--- config.mk ---
export PLATFORM = sky130hd
export DESIGN_NAME = bp_mmu_dual_miss_arbiter
export DESIGN_NICKNAME = d
export VERILOG_FILES = /design/src/rtl/bp_mmu_dual_miss_arbiter.sv
export SDC_FILE = /design/constraint.sdc
export NUM_CORES = 1
export LEC_CHECK = 0
export ABC_AREA = 1
export BUFFER_PORTS_ARGS = -buffer_cell sky130_fd_sc_hd__buf_4
export CAP_MARGIN = 20
export CORE_MARGIN = 4
export CORE_UTILIZATION = 50
export CTS_CLUSTER_SIZE = 24
export DETAILED_ROUTE_END_ITERATION = 12
export PLACE_DENSITY = 0.92
export SYNTH_ARGS = -nofsm -noshare
export SYNTH_HDL_FRONTEND = slang
export SYNTH_SLANG_ARGS = --single-unit
--- constraint.sdc ---
create_clock -name clk_i -period 1.97 [get_ports clk_i]
set_input_delay 0.394 -clock clk_i [delete_from_list [all_inputs] [get_ports clk_i]]
set_output_delay 0.394 -clock clk_i [all_outputs]
set_load 0.02 [all_outputs]
--- src/rtl/bp_mmu_dual_miss_arbiter.sv ---
// bp_mmu_dual_miss_arbiter: serialises dual-lane I-TLB misses into single PTW walks and TLB fills.
// Ports: clk_i/reset_n_i (async active-low), flush_i abandons pending work;
//   miss_v_i/miss_vtag_i/miss_ready_o capture per-lane misses (lane 0 in the low slice);
//   ptw_v_o/ptw_vtag_o/ptw_ready_i issue one walk; ptw_resp_v_i/ptw_fault_i/ptw_entry_i return it;
//   tlb_w_v_o/tlb_w_vtag_o/tlb_w_entry_o drive the TLB write port;
//   replay_v_o/fault_v_o pulse per lane; busy_o flags any pending or in-flight work.
// Optional: define BP_MMU_ARB_TIMEOUT_EN to enable the PTW response watchdog (timeout_p cycles).
module bp_mmu_dual_miss_arbiter #(
  parameter int vtag_width_p  = 27,
  parameter int entry_width_p = 40,
  parameter int timeout_p     = 255
) (
  input  logic                       clk_i,
  input  logic                       reset_n_i,
  input  logic                       flush_i,
  input  logic [1:0]                 miss_v_i,
  input  logic [2*vtag_width_p-1:0]  miss_vtag_i,
  output logic                       miss_ready_o,
  output logic                       ptw_v_o,
  output logic [vtag_width_p-1:0]    ptw_vtag_o,
  input  logic                       ptw_ready_i,
  input  logic                       ptw_resp_v_i,
  input  logic                       ptw_fault_i,
  input  logic [entry_width_p-1:0]   ptw_entry_i,
  output logic                       tlb_w_v_o,
  output logic [vtag_width_p-1:0]    tlb_w_vtag_o,
  output logic [entry_width_p-1:0]   tlb_w_entry_o,
  output logic [1:0]                 replay_v_o,
  output logic [1:0]                 fault_v_o,
  output logic                       busy_o
);
  typedef enum logic [2:0] {IDLE, REQ, WAIT, FILL, DONE} state_e;
  state_e                   r_state;
  logic [1:0]               r_pend_v;
  logic [vtag_width_p-1:0]  r_pend_vtag [2];
  logic                     r_sel;
  logic                     r_merge;
  logic                     r_fault;
  logic                     r_drop;
  logic [entry_width_p-1:0] r_entry;
  logic [vtag_width_p-1:0]  w_vtag0, w_vtag1, w_sel_vtag;
  logic [1:0]               w_served;
  logic                     w_merge, w_capture, w_resp, w_timeout;
  assign w_vtag0    = miss_vtag_i[vtag_width_p-1:0];
  assign w_vtag1    = miss_vtag_i[2*vtag_width_p-1:vtag_width_p];
  assign w_sel_vtag = r_pend_vtag[r_sel];
  assign w_merge    = &miss_v_i & (w_vtag0 == w_vtag1);
  assign w_capture  = miss_ready_o & |miss_v_i;
  // a response owed to an abandoned walk must never be taken as the current one
  assign w_resp     = ptw_resp_v_i & ~r_drop;
  assign w_served   = r_merge ? 2'b11 : (r_sel ? 2'b10 : 2'b01);
`ifdef BP_MMU_ARB_TIMEOUT_EN
  logic [7:0] r_cnt;
  assign w_timeout = (r_state == WAIT) & ~w_resp & (r_cnt == 8'(timeout_p - 1));
  always_ff @(posedge clk_i or negedge reset_n_i)
    if (!reset_n_i) r_cnt <= '0;
    else r_cnt <= (!flush_i && r_state == WAIT && !w_resp && !w_timeout) ? r_cnt + 8'd1 : 8'd0;
`else
  assign w_timeout = 1'b0;
`endif
  always_ff @(posedge clk_i or negedge reset_n_i) begin
    if (!reset_n_i) begin
      r_state     <= IDLE;
      r_pend_v    <= '0;
      r_pend_vtag <= '{default: '0};
      r_sel       <= 1'b0;
      r_merge     <= 1'b0;
      r_fault     <= 1'b0;
      r_drop      <= 1'b0;
      r_entry     <= '0;
    end else if (flush_i) begin
      r_state  <= IDLE;
      r_pend_v <= '0;
      r_merge  <= 1'b0;
      // a walk still outstanding at the PTW will answer later; swallow that answer
      r_drop   <= (r_state == WAIT || r_drop) && !ptw_resp_v_i;
    end else begin
      if (ptw_resp_v_i && r_drop) r_drop <= 1'b0;
      case (r_state)
        IDLE: begin
          if (|r_pend_v) begin
            r_sel   <= ~r_pend_v[0];
            r_state <= REQ;
          end else if (w_capture) begin
            // a merged pair is walked once through slot 0
            r_pend_v       <= w_merge ? 2'b01 : miss_v_i;
            r_pend_vtag[0] <= w_vtag0;
            r_pend_vtag[1] <= w_vtag1;
            r_merge        <= w_merge;
          end
        end
        REQ: if (ptw_ready_i) r_state <= WAIT;
        WAIT: begin
          if (w_resp) begin
            r_entry <= ptw_entry_i;
            r_fault <= ptw_fault_i;
            r_state <= ptw_fault_i ? DONE : FILL;
          end else if (w_timeout) begin
            r_fault <= 1'b1;
            r_drop  <= 1'b1;
            r_state <= DONE;
          end
        end
        FILL: r_state <= DONE;
        DONE: begin
          r_pend_v <= r_pend_v & ~w_served;
          r_merge  <= 1'b0;
          r_state  <= IDLE;
        end
        default: r_state <= IDLE;
      endcase
    end
  end
  assign miss_ready_o  = (r_state == IDLE) & ~|r_pend_v & ~r_drop;
  assign ptw_v_o       = r_state == REQ;
  assign ptw_vtag_o    = ptw_v_o ? w_sel_vtag : '0;
  assign tlb_w_v_o     = r_state == FILL;
  assign tlb_w_vtag_o  = tlb_w_v_o ? w_sel_vtag : '0;
  assign tlb_w_entry_o = tlb_w_v_o ? r_entry : '0;
  assign replay_v_o    = (r_state == DONE && !r_fault) ? w_served : 2'b00;
  assign fault_v_o     = (r_state == DONE && r_fault) ? w_served : 2'b00;
  assign busy_o        = (r_state != IDLE) | |r_pend_v | r_drop;
endmodule

==> key figures, run 1 <==
Run status
  • Status: finished, violations left
  • Failing checks: hold timing, setup timing

Global routing
  • Gr usage total: 23.14%
  • Total grt overflow: 0
  • Largest net degree at the start of global routing: 83
  • First-pass GRT wire length: 23430 µm
  • Initial antenna violation count: 0
  • Vias in the first global route: 4932

Floorplan
  • Die W: 111.3 µm
  • Initial Util: 51.44%
  • Die H: 111.3 µm
  • Core area: ~10000 µm²
  • Core Rows: 37
  • DIE AREA: 12380 µm²
  • IO Count: between 200 and 250

Route
  • Iteration-0 DRC Markers: 289
  • Detailed Routing Iterations Pass 1: 5
  • DRT antenna net count: 0
  • Via density: 4.889
  • Via count: 5226
  • Drt drc: 0
  • WL final: ~15000 µm
  • WL/cell: 14.27 µm

STA
  • Peak Freq: 0.4829 GHz
  • RSZ-0062 raised after global routing: yes
  • Final setup skew: roughly 0.015 ns
  • Min Hold Slack: -0.002980 ns
  • Final worst slack: -0.1009 ns
  • Hold Vio Cnt, Final: 2
  • Final count of negative-setup-slack endpoints: 92
  • Final worst path period share: 105.1%
  • Fin Setup TNS: -5.786 ns
  • Max_slew headroom: 66.08%
  • Worst-Margin Slew: 0.5088 ns
  • Minimum clock period: 2.071 ns
  • Final Max Slew Viols: 0

Worst setup path
  • Reg2reg end: r_pend_vtag[26]
  • Worst r2r src: r_state[0]
  • Crit. End Element: output pin
  • Critical path class: reg2out
  • Crit path cell chain: inv_2 -> nor2_4 -> inv_2 -> nor2_4 -> inv_6 -> buf_8 -> nor2_1 -> buf_4
  • Top delay family on crit path: buffers and inverters
  • Crit path DAT: 1.68 ns
  • Req. time, crit path: about 1.6 ns
  • CP startpoint: r_state[1]
  • Max incr delay on CP: 0.38 ns
  • Critical Path End: tlb_w_vtag_o[17]
  • Crit Path Max Fanout: 12
  • R2R setup slack: 0.08 ns
  • Crit path launch type: flop
  • Crit path buffers/inverters: 5
  • Crit-path slowest cell: dfrtp_1
  • Critical Path Stages: 8
  • Worst Reg2Reg Path Length in Cells: 12

Yosys
  • Synthesized area: 5334 µm²
  • Synth area leaders: dfrtp_1, nor2_1, nand2_1
  • Area share of the largest cell type after synthesis: 48.32%
  • Post-Syn Area per Cell: 7.429 µm²
  • Synth area leader: dfrtp_1
  • Post-synth top cells: nor2_1, nand2_1, inv_1, dfrtp_1, o21ai_1
  • Synth Register Bits: 103
  • Sequential area share after synthesis: 48.32%
  • Synthesis Warnings: 0
  • Post-synth EDFFs: 0
  • Post-Syn Instances: roughly 720
  • Post-Syn Nets: 820
  • Cell variety after synth: 27
  • Count leader, synth: nor2_1
  • Ys async rst share: 100.0%
  • Post-synth top flop: dfrtp_1

Placed design
  • Port Buf Inserts: 203
  • Placed Cells: 1040
  • DPL Wire Length: 10880 µm
  • Routability congestion estimate: approximately 0.84

Clock network
  • Clk buf depth: 2
  • Clock sink count: roughly 100
  • Clock root cell: clkbuf_8
  • Clock-pin slew on the worst setup and hold paths: 0.09 ns
  • Total CTS buffers: 9
  • CTS tree: yes
  • Worst skew pair latency: around 0.36 ns
  • H-Tree Depth: 3

Cells and area
  • Share of post-route cells with drive strength above 1: between 30% and 40%
  • Diode count: 0
  • Layout filler cell count: 723
  • Layout Nets: 1030
  • Post-layout util: 76.17%
  • Area growth from synthesis to layout: 48.09%
  • Non-Filler Instances: 1069

Pwr
  • Power Total: 0.01052 W
  • Max VDD drop: roughly 0.0008 V
  • Leak pwr: 4.303 nW
  • Pwr dens: 1332 nW/µm²

Hold path
  • Hold Path Class: in2async

Job
  • Max-Cap Viols: 0
cells in the final DEF, fill, tap and decap left out, drive strengths merged, types with 2 or more instances in the layout:
cell and instances:
nand2 153, nor2 153, mux2i 27, o21ai 64, nand3 5, clkinv 2, clkbuf 14, xnor2 2
xor2 2, inv 121, a21oi 46, nor3 6, buf 228, dfrtp 103
metrics by stage:
| step | setup WS (ns) | cell area, µm² | hold WS [ns] |
|---|---|---|---|
| final | -0.1009 | 7899 | -0.002980 |
| after global routing | -0.2050 | 7899 | 0.01399 |
| after CTS | -0.07417 | 7622 | 0.008416 |
| after detailed placement | 0.07872 | 7126 | 0.3942 |
| after global placement | 0.09863 | 7126 | 0.3908 |
| after floorplan | -0.05052 | 5383 | 0.09841 |
worst min path at each step:
stage | from | endpoint | slack (ns) | cells after the start
after floorplan | reset_n_i | r_drop | 0.1 | 0
after global placement | reset_n_i | r_entry[31] | 0.39 | 1
after detailed placement | reset_n_i | r_entry[20] | 0.39 | 1
after CTS | reset_n_i | r_entry[20] | 0.008 | 1
after global routing | reset_n_i | r_entry[20] | 0.01 | 1
final | reset_n_i | r_entry[20] | -0.003 | 1
what timing repair did:
| item | CTS | global route |
|---|---|---|
| pin swaps | 3 | 5 |
| gates cloned | 1 | 3 |
| endpoints found under the setup margin | 98 | 152 |
| hold buffers | 0 | 0 |
| buffers inserted | 6 | 3 |
| gates resized for setup | 67 | 55 |
worst register-to-register path, delay by kind of cell, from the launching register on:
kind | cells | cell delay, ns
AND/OR/NAND/NOR | 6 | 0.56
buffers and inverters | 4 | 0.56
flip-flops | 1 | 0.42
AO/OA/AOI/OAI | 2 | 0.24
power breakdown:
part | internal, W | leakage [nW] | switching, W
registers | 0.00305 | 1.20 | 0.000476
logic | 0.00232 | 3.01 | 0.00335
clock network | 0.000629 | 0.0968 | 0.000705
sequential cells by signal (all words and copies together) (netlist names):
| signal | count |
|---|---|
| r_drop | 1 |
| r_entry | 40 |
| r_fault | 1 |
| r_merge | 1 |
| r_pend_v | 2 |
| r_pend_vtag | 54 |
| r_sel | 1 |
| r_state | 3 |
cells by family after synthesis:
family | Yosys count | synth area share, %
mux | 27 | 5.067
buf+inv | 153 | 11.28
simple gates | 319 | 23.53
xor+xnor | 4 | 0.6569
compound gates | 112 | 11.14
flops | 103 | 48.32
metal layers:
| metal | routed length [µm] | global-route usage (%) |
|---|---|---|
| met1 | 6430 | 30.04 |
| met2 | 7506 | 39.12 |
| met3 | 1110 | 5.513 |
| met4 | 207 | 5.758 |
| met5 | 0 | 0 |
cell type report:
type                    instances  area [µm²]  share of cell area (%)
flip-flops and latches        103        2580                   32.66
multi-input cells             463        2487                   31.49
repair buffers                230        1999                   25.31
inverters                     121       461.7                   5.845
well taps                     136       170.2                   2.154
clock buffers                  12       145.1                   1.837
clock inverters                 4       55.05                  0.6970
No activity file was read; power rests on OpenSTA's default activity.
==> inputs of run 2 (changes only) <==
--- a/config.mk
+++ b/config.mk
@@ -13,6 +13,7 @@
 export CTS_CLUSTER_SIZE = 24
 export DETAILED_ROUTE_END_ITERATION = 12
 export PLACE_DENSITY = 0.92
+export SKIP_CTS_REPAIR_TIMING = 1
 export SYNTH_ARGS = -nofsm -noshare
 export SYNTH_HDL_FRONTEND = slang
 export SYNTH_SLANG_ARGS = --single-unit
==> run 2 against run 1 <==
Net effect: the flow still finishes with violations (hold timing, setup timing); highest routed layer unchanged; maximum frequency down 2.1%; register-to-register slack got worse by 0.06 ns; non-clock buffer count up 3; clock skew about the same.
==> key figures, run 2 (synthesis gave the netlist of run 1 again) <==
Run status
  • Status: finished, violations left
  • Failing checks: hold timing, setup timing

Worst setup path
  • Crit path DAT: approximately 1.7 ns
  • Cell repeated most along the worst path: buf_4
  • Top delay family on crit path: buffers and inverters
  • Crit path buffers/inverters: 4
  • Crit-path slowest cell: dfrtp_2
  • Crit Path Max Fanout: 21
  • Max incr delay on CP: 0.44 ns
  • Crit path cell chain: buf_4 -> nor3_4 -> inv_2 -> buf_12 -> nor2_1 -> buf_4
  • Req. time, crit path: 1.58 ns
  • Crit path launch type: flop
  • Crit. End Element: output pin
  • Critical path class: reg2out
  • R2R setup slack: 0.02 ns

STA
  • Peak Freq: 0.4727 GHz
  • Minimum clock period: 2.115 ns
  • Final Max Slew Viols: 0
  • Final count of negative-setup-slack endpoints: 93
  • Final worst path period share: 107.4%
  • Hold Vio Cnt, Final: 1
  • Fin Setup TNS: -8.478 ns
  • RSZ-0062 raised after global routing: yes
  • Max_slew headroom: between 60% and 70%
  • Final worst slack: -0.1453 ns
  • Worst-Margin Slew: approximately 0.51 ns
  • Final setup skew: 0.01566 ns
  • Min Hold Slack: -0.0006171 ns

Job
  • Max-Cap Viols: 0

Hold path
  • Hold Path Class: in2async

Global routing
  • Total grt overflow: 0
  • Initial antenna violation count: 0
  • Largest net degree at the start of global routing: 83
  • First-pass GRT wire length: 22540 µm
  • Vias in the first global route: about 4700
  • Gr usage total: 22.22%

Route
  • WL/cell: 15.44 µm
  • Iteration-0 DRC Markers: 321
  • Via density: 4.981
  • Drt drc: 0
  • Detailed Routing Iterations Pass 1: 5
  • Via count: approximately 5300
  • WL final: 16550 µm
  • DRT antenna net count: 0

Cells and area
  • Register area: 2580 µm²
  • Share of post-route cells with drive strength above 1: around two fifths
  • Largest regs: r_pend_vtag x54, r_entry x40, r_state x3
  • Multi-input logic area: between 2000 and 3000 µm²
  • Non-Filler Instances: 1072
  • Max reg flops: 54
  • Commonest non-fill, non-tap cell in the layout: buf_4
  • Most frequent cells in the layout: buf_4, nand2_1, inv_1
  • Layout filler cell count: ~680
  • Post-layout util: between 70% and 80%
  • Diode count: 0
  • Area growth from synthesis to layout: 52.05%
  • Register name with the most flops: r_pend_vtag
  • Layout Nets: around 1000

Pwr
  • Reg power frac: 32.7%
  • Psw: between 0.004 and 0.005 W
  • Leak pwr: around 4.4 nW
  • Combinational fraction of design power: a little over half
  • Clock power share: around 12%
  • Power Total: 0.01088 W
  • Max VDD drop: 0.0008434 V
  • Pint: 0.006138 W
  • Sw Share: 43.58%
  • Pwr dens: 1342 nW/µm²

Placed design
  • Placed Cells: 1040
  • Routability congestion estimate: 0.8412
  • DPL Wire Length: about 11000 µm
  • Port Buf Inserts: 203

Floorplan
  • Core Rows: 37
  • Die H: 111.3 µm
  • Core area: roughly 10000 µm²
  • Die W: 111.3 µm
  • IO Count: 204
  • Initial Util: 51.44%
  • DIE AREA: 12380 µm²

Clock network
  • Clock root cell: clkbuf_8
  • H-Tree Depth: 3
  • Clock-pin slew on the worst setup and hold paths: ~0.090 ns
  • CTS tree: yes
  • Clk buf depth: 2
  • Clock sink count: 103
  • Worst skew pair latency: 0.36 ns
  • Total CTS buffers: 9
run 2: layout make-up:
| cell class | count | share of cell area, % |
|---|---|---|
| clock inverters | 4 | 0.6788 |
| well taps | 136 | 2.098 |
| clock buffers | 12 | 1.790 |
| multi-input cells | 463 | 31.58 |
| flip-flops and latches | 103 | 31.81 |
| inverters | 121 | 5.785 |
| repair buffers | 233 | 26.26 |
run 2: path summary, 6_finish.rpt:
check                               startpoint              end  cells past startpoint
worst max-delay path                r_state[2]   ptw_vtag_o[10]                      6
worst min-delay path                 reset_n_i      r_entry[20]                      1
worst max register to register      r_state[2]  r_pend_vtag[46]                     10
worst min register to register  r_pend_vtag[0]   r_pend_vtag[0]                      2
max in group asynchronous            reset_n_i            r_sel                      2
min in group clk_i                ptw_resp_v_i           r_drop                      2
run 2: power groups by stage:
stage               clock, W  combinational [W]  sequential [W]
detailed placement         0            0.00479         0.00351
floorplan                  0            0.00317         0.00339
finish               0.00135            0.00597         0.00356
CTS                  0.00137            0.00480         0.00347
global placement           0            0.00462         0.00348
global route         0.00147            0.00646         0.00364
run 2: per-layer routing:
layer | GRT usage (%) | up-vias | routed length, µm
met5 | 0 | - | 0
met4 | 5.434 | 0 | 198
met3 | 5.622 | 18 | 1305
met2 | 36.87 | 224 | 8422
met1 | 29.30 | 2487 | 6623
li1 | - | 2611 | -
run 2: stage by stage:
stage	instance area (µm²)	setup WS [ns]
3_3_place_gp	7126	0.09863
2_1_floorplan	5383	-0.05052
5_1_grt	8110	-0.2309
4_1_cts	7326	-0.3156
6_report	8110	-0.1453
3_5_place_dp	7126	0.07872
